`config.mk`:
```
export PLATFORM = sky130hd
export DESIGN_NAME = stump_control
export DESIGN_NICKNAME = d
export VERILOG_FILES = /design/src/rtl/stump_control.sv
export SDC_FILE = /design/constraint.sdc
export NUM_CORES = 1
export LEC_CHECK = 0
export BUFFER_PORTS_ARGS = -buffer_cell sky130_fd_sc_hd__buf_2
export CORE_MARGIN = 4
export CORE_UTILIZATION = 40
export CTS_BUF_LIST = sky130_fd_sc_hd__clkbuf_8 sky130_fd_sc_hd__clkbuf_16
export DETAILED_ROUTE_END_ITERATION = 10
export GPL_TIMING_DRIVEN = 0
export PLACE_DENSITY = 0.82
export SYNTH_ARGS = -nofsm -noshare
export SYNTH_HDL_FRONTEND = slang
export SYNTH_SLANG_ARGS = --single-unit
```
`constraint.sdc`:
```
create_clock -name clk -period 3.95 [get_ports clk]
set_input_delay 0.395 -clock clk [delete_from_list [all_inputs] [get_ports clk]]
set_output_delay 0.395 -clock clk [all_outputs]
set_load 0.01 [all_outputs]
```
`src/rtl/stump_control.sv`:
```
// Stump control sequencer: FETCH/EXECUTE/MEMORY cycle, instruction decode, NZVC register.
// Latency: ALU/branch ops take 2 cycles, LD/ST take 3; outputs are combinational from state and ir.
// Backpressure: none, the sequencer advances every clock.
module stump_control (
  input  logic        clk,
  input  logic        rst,
  input  logic [15:0] ir,
  input  logic [3:0]  flags_in,
  output logic        fetch,
  output logic        execute,
  output logic        memory,
  output logic [2:0]  alu_func,
  output logic        c_in,
  output logic        opB_mux_sel,
  output logic        ext_op,
  output logic [1:0]  shift_op,
  output logic [2:0]  srcA,
  output logic [2:0]  srcB,
  output logic [2:0]  dest,
  output logic        reg_write,
  output logic        mem_ren,
  output logic        mem_wen,
  output logic [3:0]  cc
);

  typedef enum logic [1:0] {
    S_FETCH   = 2'b00,
    S_EXECUTE = 2'b01,
    S_MEMORY  = 2'b10
  } state_t;

  state_t     state, state_nxt;
  logic       cc_we;
  logic       cond_true;
  logic [2:0] op;
  logic       flag_n, flag_z, flag_v, flag_c;

  assign op = ir[15:13];
  assign {flag_n, flag_z, flag_v, flag_c} = cc;
  assign c_in = cc[0];

  always_ff @(posedge clk or posedge rst) begin
    if (rst) begin
      state <= S_FETCH;
      cc    <= 4'b0000;
    end else begin
      state <= state_nxt;
      if (cc_we) cc <= flags_in;
    end
  end

  // Branch conditions use the registered cc only; no forwarding from flags_in.
  always_comb begin
    cond_true = 1'b0;
    case (ir[11:8])
      4'd0:  cond_true = 1'b1;
      4'd1:  cond_true = 1'b0;
      4'd2:  cond_true = !flag_c && !flag_z;
      4'd3:  cond_true = flag_c || flag_z;
      4'd4:  cond_true = !flag_c;
      4'd5:  cond_true = flag_c;
      4'd6:  cond_true = !flag_z;
      4'd7:  cond_true = flag_z;
      4'd8:  cond_true = !flag_v;
      4'd9:  cond_true = flag_v;
      4'd10: cond_true = !flag_n;
      4'd11: cond_true = flag_n;
      4'd12: cond_true = (flag_n == flag_v);
      4'd13: cond_true = (flag_n != flag_v);
      4'd14: cond_true = !flag_z && (flag_n == flag_v);
      4'd15: cond_true = flag_z || (flag_n != flag_v);
      default: cond_true = 1'b0;
    endcase
  end

  always_comb begin
    state_nxt   = S_FETCH;
    cc_we       = 1'b0;
    fetch       = 1'b0;
    execute     = 1'b0;
    memory      = 1'b0;
    alu_func    = 3'b000;
    opB_mux_sel = 1'b0;
    ext_op      = 1'b0;
    shift_op    = 2'b00;
    srcA        = 3'd0;
    srcB        = 3'd0;
    dest        = 3'd0;
    reg_write   = 1'b0;
    mem_ren     = 1'b0;
    mem_wen     = 1'b0;
    case (state)
      S_FETCH: begin
        fetch     = 1'b1;
        mem_ren   = 1'b1;
        srcA      = 3'd7;
        reg_write = 1'b1;
        dest      = 3'd7;
        state_nxt = S_EXECUTE;
      end
      S_EXECUTE: begin
        execute = 1'b1;
        if (op == 3'b111) begin
          srcA        = 3'd7;
          opB_mux_sel = 1'b1;
          ext_op      = 1'b1;
          dest        = 3'd7;
          reg_write   = cond_true;
        end else begin
          srcA = ir[7:5];
          if (ir[12]) begin
            opB_mux_sel = 1'b1;
          end else begin
            srcB     = ir[4:2];
            shift_op = ir[1:0];
          end
          // LD/ST only computes the address here; the data move happens in MEMORY.
          if (op == 3'b110) begin
            state_nxt = S_MEMORY;
          end else begin
            alu_func  = op;
            dest      = ir[10:8];
            reg_write = 1'b1;
            cc_we     = ir[11];
          end
        end
      end
      S_MEMORY: begin
        memory = 1'b1;
        if (ir[11]) begin
          mem_wen = 1'b1;
          srcA    = ir[10:8];
        end else begin
          mem_ren   = 1'b1;
          reg_write = 1'b1;
          dest      = ir[10:8];
        end
      end
      default: state_nxt = S_FETCH;
    endcase
  end

endmodule

```
==> flow_summary.json, run 1 <==
{
  "outcome": "complete, no violations",
  "initialDrtViolationCount": 13,
  "critPathLaunch": "cc[3]$_DFFE_PP0P_",
  "worstPathArrival_ns": 1.52,
  "dr.pass1.iters": 4,
  "clk_pin_slew_worst_paths_ns": 0.04,
  "ctsHoldBuffers": 0,
  "cts.repair.resized": 0,
  "antenna_cells": 0,
  "worstPathRequired_ns": 3.56,
  "ys_ff_latch": 6,
  "power.density_nw_per_um2": 598,
  "period_minus_slack_ns": 1.92,
  "cp_max_fo": 5,
  "drive_gt1_share_pct": 46.0,
  "syn_area_um2": 611,
  "leakagePower_uw": 0.000475,
  "hold_viol_final": 0,
  "pre_cts_ws_ns": 2.08,
  "async_reset_ff_share_pct": 100,
  "grt.overflow.total": 0,
  "final_core_util_pct": 65.6,
  "cts_buffer_depth": 2,
  "path_cells": "nor3b_1 > a211o_1 > nand3_1 > xor2_1 > o221ai_1 > buf_2",
  "portBuffers": 45,
  "coreArea_um2": 1370,
  "r2r_slack_ns": 2.53,
  "yosys_warnings": 0,
  "peakVddDrop_v": 0.000338,
  "numCtsBuffers": 3,
  "post_cts_buffers": 0,
  "synth_edf_count": 0,
  "end_kind": "output port",
  "ys.flop_type": "dfrtp_1",
  "reg2reg_from": "state[1]$_DFF_PP0_",
  "ant_nets": 0,
  "vias": 734,
  "fp-row-count": 13,
  "setup_viol": 0,
  "fmax_mhz": 522,
  "slew_viol_final": 0,
  "antenna_found_initial": 0,
  "die_h_um": 47.1,
  "path_class": "register to output port",
  "grt_pass1_wl_um": 2630,
  "critPathBufInv": 1,
  "grt_max_degree": 11,
  "clk_latency_ns": 0.22,
  "syn_to_final_growth_pct": 46.7,
  "wl_per_cell_um": 12.8,
  "worst_pin_slew_ns": 0.397,
  "postSynthAreaPerCell_um2": 7.83,
  "fin_skew_ns": 0.00426,
  "fin_crit_sh_pct": 48.5,
  "post-route-drc-count": 0,
  "rr_worst_depth": 5,
  "hpwl_um": 1510,
  "relSlewSlack_pct": 73.5,
  "nNetsFinal": 150,
  "maxCapViolCount": 0,
  "viasPerCell": 5.21,
  "io_pins": 49,
  "setup_ws_ns": 2.03,
  "routed_wl_um": 1800,
  "die-area_um2": 2220,
  "initial_core_util_pct": 44.7,
  "ys_types": 32,
  "finalSetupTns_ns": 0,
  "gp_congestion": 0.828,
  "critPathTopFamily": "flip-flops",
  "clock-sinks": 6,
  "max_stage_delay_ns": 0.41,
  "rsz0062_at_grt": "false",
  "cts-root-buf": "clkbuf_8",
  "die_w_um": 47.1,
  "start_kind": "register",
  "grt_usage_pct": 16.6,
  "ys_seq_area_share_pct": 24.6,
  "slowest_stage": "dfrtp_1",
  "syn-instance-count": 78,
  "fin_hold_ws_ns": 0.0692,
  "hp-class": "primary input to async pin",
  "r2r_end": "cc[0]$_DFFE_PP0P_",
  "htreeDepth": 1,
  "synthesis.nets": 100,
  "cts_tree": "yes",
  "first_global_vias": 623
}
-- metal layers --
| metal | vias to the layer above | part of all wire [%] | GRT usage (%) | wire length [um] |
|---|---|---|---|---|
| met5 | - | 0 | 0 | 0 |
| met4 | 0 | 0.78 | 4.97 | 14 |
| met3 | 2 | 3.7 | 3.45 | 67 |
| met2 | 15 | 55 | 28.7 | 980 |
| met1 | 347 | 41 | 20.5 | 736 |
| li1 | 370 | - | - | - |
-- final cells by class --
type,instances,area [um2]
sequential,6,150
buffer,8,43.8
tap,15,18.8
multi-input combinational,59,398
fill,127,470
timing repair buffer,45,225
inverter,5,18.8
clock buffer,3,41.3
-- worst max path at each step --
| stage | endpoint | cells after the start |
|---|---|---|
| 3_5_place_dp | srcB[1] | 6 |
| 2_1_floorplan | reg_write | 6 |
| 5_1_grt | reg_write | 6 |
| 6_report | reg_write | 6 |
| 4_1_cts | reg_write | 6 |
| 3_3_place_gp | srcB[1] | 6 |
-- cells by family after synthesis --
| group | share of synthesized area [%] |
|---|---|
| multiplexers | 7.38 |
| AO/OA/AOI/OAI | 23.6 |
| flip-flops | 24.6 |
| AND/OR/NAND/NOR | 29.9 |
| XOR/XNOR | 4.30 |
| buffers and inverters | 10.2 |
-- cell usage after synthesis, types with 2 or more instances --
cell,number,share of area (%)
and2_1,6,6.1
dfrtp_1,6,25
nor2_1,6,3.7
nand2_1,5,3.1
a21oi_1,4,3.3
clkbuf_1,4,2.5
inv_1,4,2.5
nand3_1,4,3.3
a22oi_1,3,3.7
mux2_4,3,7.4
nor3b_1,3,3.7
a21boi_0,2,2.5
and3_1,2,2.0
buf_2,2,1.6
nor3_1,2,1.6
o211ai_1,2,2.5
o21ai_0,2,1.6
o21bai_1,2,2.5
o22ai_1,2,2.0
xor2_1,2,2.9
-- power breakdown --
group	internal, uW	leakage (uW)	total (uW)	switching [uW]
logic	157	0.000381	326	169
clock network	65.4	0.0000216	91.2	25.8
registers	88.7	0.0000728	119	29.9
total	311	0.000475	536	224
-- cell usage in the layout (no fill, tap or decap), types with 3 or more instances in the layout --
cell type  count
buf_2         47
nor2_1         6
and2_1         6
dfrtp_1        6
nand2_1        5
clkbuf_1       4
inv_1          4
nand3_1        4
a21oi_1        4
mux2_4         3
a22oi_1        3
nor3b_1        3
clkbuf_8       3
-- worst reg2reg max path, delay by kind of cell (launching register included) --
kind / cells / cell delay, ns
and+or+nand+nor: 2 / 0.38
DFF: 1 / 0.42
buffers and inverters: 2 / 0.20
muxes: 1 / 0.29
-- state kept, by name, summed over array words and instances (netlist names) --
name,cells
cc,4
state,2
-- through the flow --
step / area (um2) / power, uW / cells
2_1_floorplan: 611 / 326 / 78
3_3_place_gp: 855 / 437 / 138
3_5_place_dp: 855 / 448 / 138
4_1_cts: 896 / 542 / 141
5_1_grt: 896 / 576 / 141
6_report: 896 / 536 / 141
No activity file was read; power rests on OpenSTA's default activity.
==> run 2: changes to the inputs <==
--- a/config.mk
+++ b/config.mk
@@ -5,13 +5,14 @@
 export SDC_FILE = /design/constraint.sdc
 export NUM_CORES = 1
 export LEC_CHECK = 0
+export ABC_AREA = 1
 export BUFFER_PORTS_ARGS = -buffer_cell sky130_fd_sc_hd__buf_2
 export CORE_MARGIN = 4
-export CORE_UTILIZATION = 40
+export CORE_UTILIZATION = 36
 export CTS_BUF_LIST = sky130_fd_sc_hd__clkbuf_8 sky130_fd_sc_hd__clkbuf_16
 export DETAILED_ROUTE_END_ITERATION = 10
 export GPL_TIMING_DRIVEN = 0
-export PLACE_DENSITY = 0.82
+export PLACE_DENSITY = 0.75
 export SYNTH_ARGS = -nofsm -noshare
 export SYNTH_HDL_FRONTEND = slang
 export SYNTH_SLANG_ARGS = --single-unit
==> constraint.sdc (replaced) <==
create_clock -name clk -period 1.7 [get_ports clk]
set_input_delay 0.17 -clock clk [delete_from_list [all_inputs] [get_ports clk]]
set_output_delay 0.17 -clock clk [all_outputs]
set_load 0.01 [all_outputs]
==> run 2 against run 1 <==
Net effect:
- non-clock buffer count up 1
- power rose to 2.8 times the previous value
- largest power group unchanged
- largest cell class unchanged
- sequential cell count unchanged
- die area up 19%
- final area up 15%
- highest routed layer unchanged
==> flow_summary.json, run 2 <==
{
  "die_w_um": 51.4,
  "synthesis.nets": 142,
  "yosys_warnings": 0,
  "grt_pass1_wl_um": 3190,
  "finalSetupTns_ns": 0,
  "cts-root-buf": "clkbuf_8",
  "gp_congestion": 0.905,
  "cp.depth": 7,
  "fp-row-count": 15,
  "viasPerCell": 4.56,
  "post-route-drc-count": 0,
  "period_minus_slack_ns": 1.59,
  "largest_register": "cc",
  "rsz0062_at_grt": "false",
  "switching_share_pct": 46.8,
  "layout_common_cells": "48 x buf_2, 39 x nand2_1, 22 x nor2_1, 14 x inv_1, 10 x o21ai_0",
  "fin_hold_ws_ns": 0.181,
  "synthMuxAreaShare_pct": 4.42,
  "nFillCells": 194,
  "start_kind": "register",
  "slew_viol_final": 0,
  "path_class": "register to output port",
  "clk_latency_ns": 0.22,
  "ys_top_cells_by_area": "dfrtp_1 22%, nand2_1 22%, nor2_1 13%",
  "io_pins": 49,
  "maxCapViolCount": 0,
  "ys.flop_type": "dfrtp_1",
  "die_h_um": 51.4,
  "grt_usage_pct": 15.5,
  "initial_core_util_pct": 38.5,
  "htreeDepth": 1,
  "grt.overflow.total": 0,
  "power.density_nw_per_um2": 1450,
  "grt_util_met3_pct": 0,
  "r2r_slack_ns": 0.37,
  "synth_top_area_share_pct": 22.1,
  "worstPathRequired_ns": 1.53,
  "ys_types": 17,
  "largest_reg_flops": 4,
  "top_regs": "cc (4), state (2)",
  "rr_worst_depth": 5,
  "hold_viol_final": 0,
  "p_sw_uw": 699,
  "syn-instance-count": 120,
  "ys_ff_latch": 6,
  "postSynthAreaPerCell_um2": 5.66,
  "stdcell_area_um2": 1030,
  "fmax_mhz": 629,
  "p_int_uw": 796,
  "vias": 912,
  "antenna_cells": 0,
  "end_kind": "output port",
  "synth_edf_count": 0,
  "leakagePower_uw": 0.000625,
  "dpl_cell_area_um2": 946,
  "async_reset_ff_share_pct": 100,
  "grt_use_met1_pct": 19.4,
  "portBuffers": 47,
  "routed_wl_um": 2100,
  "antenna_found_initial": 0,
  "grt_max_degree": 11,
  "die-area_um2": 2650,
  "outcome": "complete, no violations",
  "synthAdderAreaFrac_pct": 0,
  "r2r_end": "cc[0]$_DFFE_PP0P_",
  "critPathBufInv": 3,
  "yosysMostFrequentCell": "nand2_1",
  "yosys.area_share.xor_xnor_pct": 0,
  "syn_to_final_growth_pct": 51.7,
  "yosysTopAreaCell": "dfrtp_1",
  "ys_seq_area_share_pct": 22.1,
  "max_stage_delay_ns": 0.42,
  "worst_pin_slew_ns": 0.323,
  "pwr-share-seq_pct": 20.4,
  "crit_end": "dest[0]",
  "slowest_stage": "dfrtp_2",
  "cp_max_fo": 7,
  "worstPathArrival_ns": 1.42,
  "numCtsBuffers": 3,
  "setup_viol": 0,
  "hp-class": "primary input to register",
  "fin_crit_sh_pct": 93.6,
  "initialDrtViolationCount": 18,
  "hpwl_um": 1720,
  "nNetsFinal": 199,
  "grt.busiest_layer": "met2",
  "ant_nets": 0,
  "p_comb_share_pct": 65.7,
  "critPathTopFamily": "flip-flops",
  "path_cells": "inv_2 > nor2_8 > inv_2 > nor2_2 > o21ai_0 > nand2_1 > buf_2",
  "wl_per_cell_um": 10.5,
  "coreArea_um2": 1760,
  "p_clk_share_pct": 13.9,
  "grt_use_met2_pct": 27.3,
  "synth-simple-area-share_pct": 47.5,
  "cts_tree": "yes",
  "first_global_vias": 763,
  "crit_path_frequent_cell": "inv_2",
  "synth_compound_area_share_pct": 13.6,
  "clock-sinks": 6,
  "syn_area_um2": 679,
  "clk_pin_slew_worst_paths_ns": 0.03,
  "relSlewSlack_pct": 78.4,
  "layout_commonest_cell": "buf_2",
  "synth_top_family_by_area": "simple AND/OR/NAND/NOR gates",
  "drive_gt1_share_pct": 38.9,
  "peakVddDrop_v": 0.00125,
  "reg2reg_from": "state[0]$_DFF_PP0_",
  "cts_buffer_depth": 2,
  "dr.pass1.iters": 4,
  "synthTopCellsByCount": "39 x nand2_1, 23 x nor2_1, 16 x inv_1, 10 x o21ai_0, 7 x a21oi_1",
  "fin_skew_ns": 0.000293,
  "critPathLaunch": "state[0]$_DFF_PP0_"
}
## run 2: worst min path at each step
stage	from	endpoint	slack, ns	cells after the start
CTS	flags_in[2]	cc[2]$_DFFE_PP0P_	0.18	2
global route	flags_in[2]	cc[2]$_DFFE_PP0P_	0.18	2
global placement	rst	state[0]$_DFF_PP0_	0.08	2
finish	flags_in[2]	cc[2]$_DFFE_PP0P_	0.18	2
floorplan	rst	cc[0]$_DFFE_PP0P_	-0.04	1
detailed placement	rst	state[0]$_DFF_PP0_	0.08	2
## run 2: worst reg2reg max path, stage by stage (launching register included)
cell and delay (ns):
dfrtp_2 0.42, inv_2 0.09, nor2_8 0.15, buf_4 0.14
nand3_4 0.09, mux2_4 0.31
## run 2: final cells by class
class | count | area, um2 | share of cell area [%]
Timing Repair Buffer | 52 | 275 | 26.7
Buffer | 2 | 12.5 | 1.21
Inverter | 19 | 71.3 | 6.92
Sequential cell | 6 | 151 | 14.7
Multi-Input combinational cell | 93 | 448 | 43.4
Clock buffer | 3 | 41.3 | 4.00
Tap cell | 25 | 31.3 | 3.03
## run 2: timing repair
action,4_1_cts,5_1_grt
resized for setup,1,3
endpoints found under the setup margin,2,3
pin swaps,0,1
hold buffers,1,0
setup buffers,0,4
endpoints found under the hold margin,6,0
## run 2: through the flow
stage | worst slack (ns) | power [uW] | std cells | util, %
after floorplan | 0.464 | 857 | 120 | -
after global placement | 0.246 | 1170 | 192 | 53.6
after detailed placement | 0.213 | 1200 | 192 | 53.6
after CTS | 0.00556 | 1410 | 196 | 56.6
after global routing | 0.00660 | 1630 | 200 | 58.4
final | 0.109 | 1490 | 200 | 58.4
## run 2: per-layer routing
metal	vias up	part of all wire, %
met5	-	0
met4	0	1.7
met3	4	3.4
met2	24	52
met1	399	42
li1	485	-
## run 2: power by group through the flow
stage               Sequential, uW  Clock [uW]  Combinational [uW]
floorplan                      303           0                 554
global placement               296           0                 876
detailed placement             299           0                 896
CTS                            300         213                 902
global route                   319         223                1090
finish                         305         208                 982
## run 2: kinds of logic (layout without fill, tap and decap cells)
| family | count (synthesis) | in the layout |
|---|---|---|
| and+or+nand+nor | 73 | 73 |
| buffers and inverters | 21 | 76 |
| AOI/OAI and AO/OA | 18 | 18 |
| muxes | 2 | 2 |
| DFF | 6 | 6 |
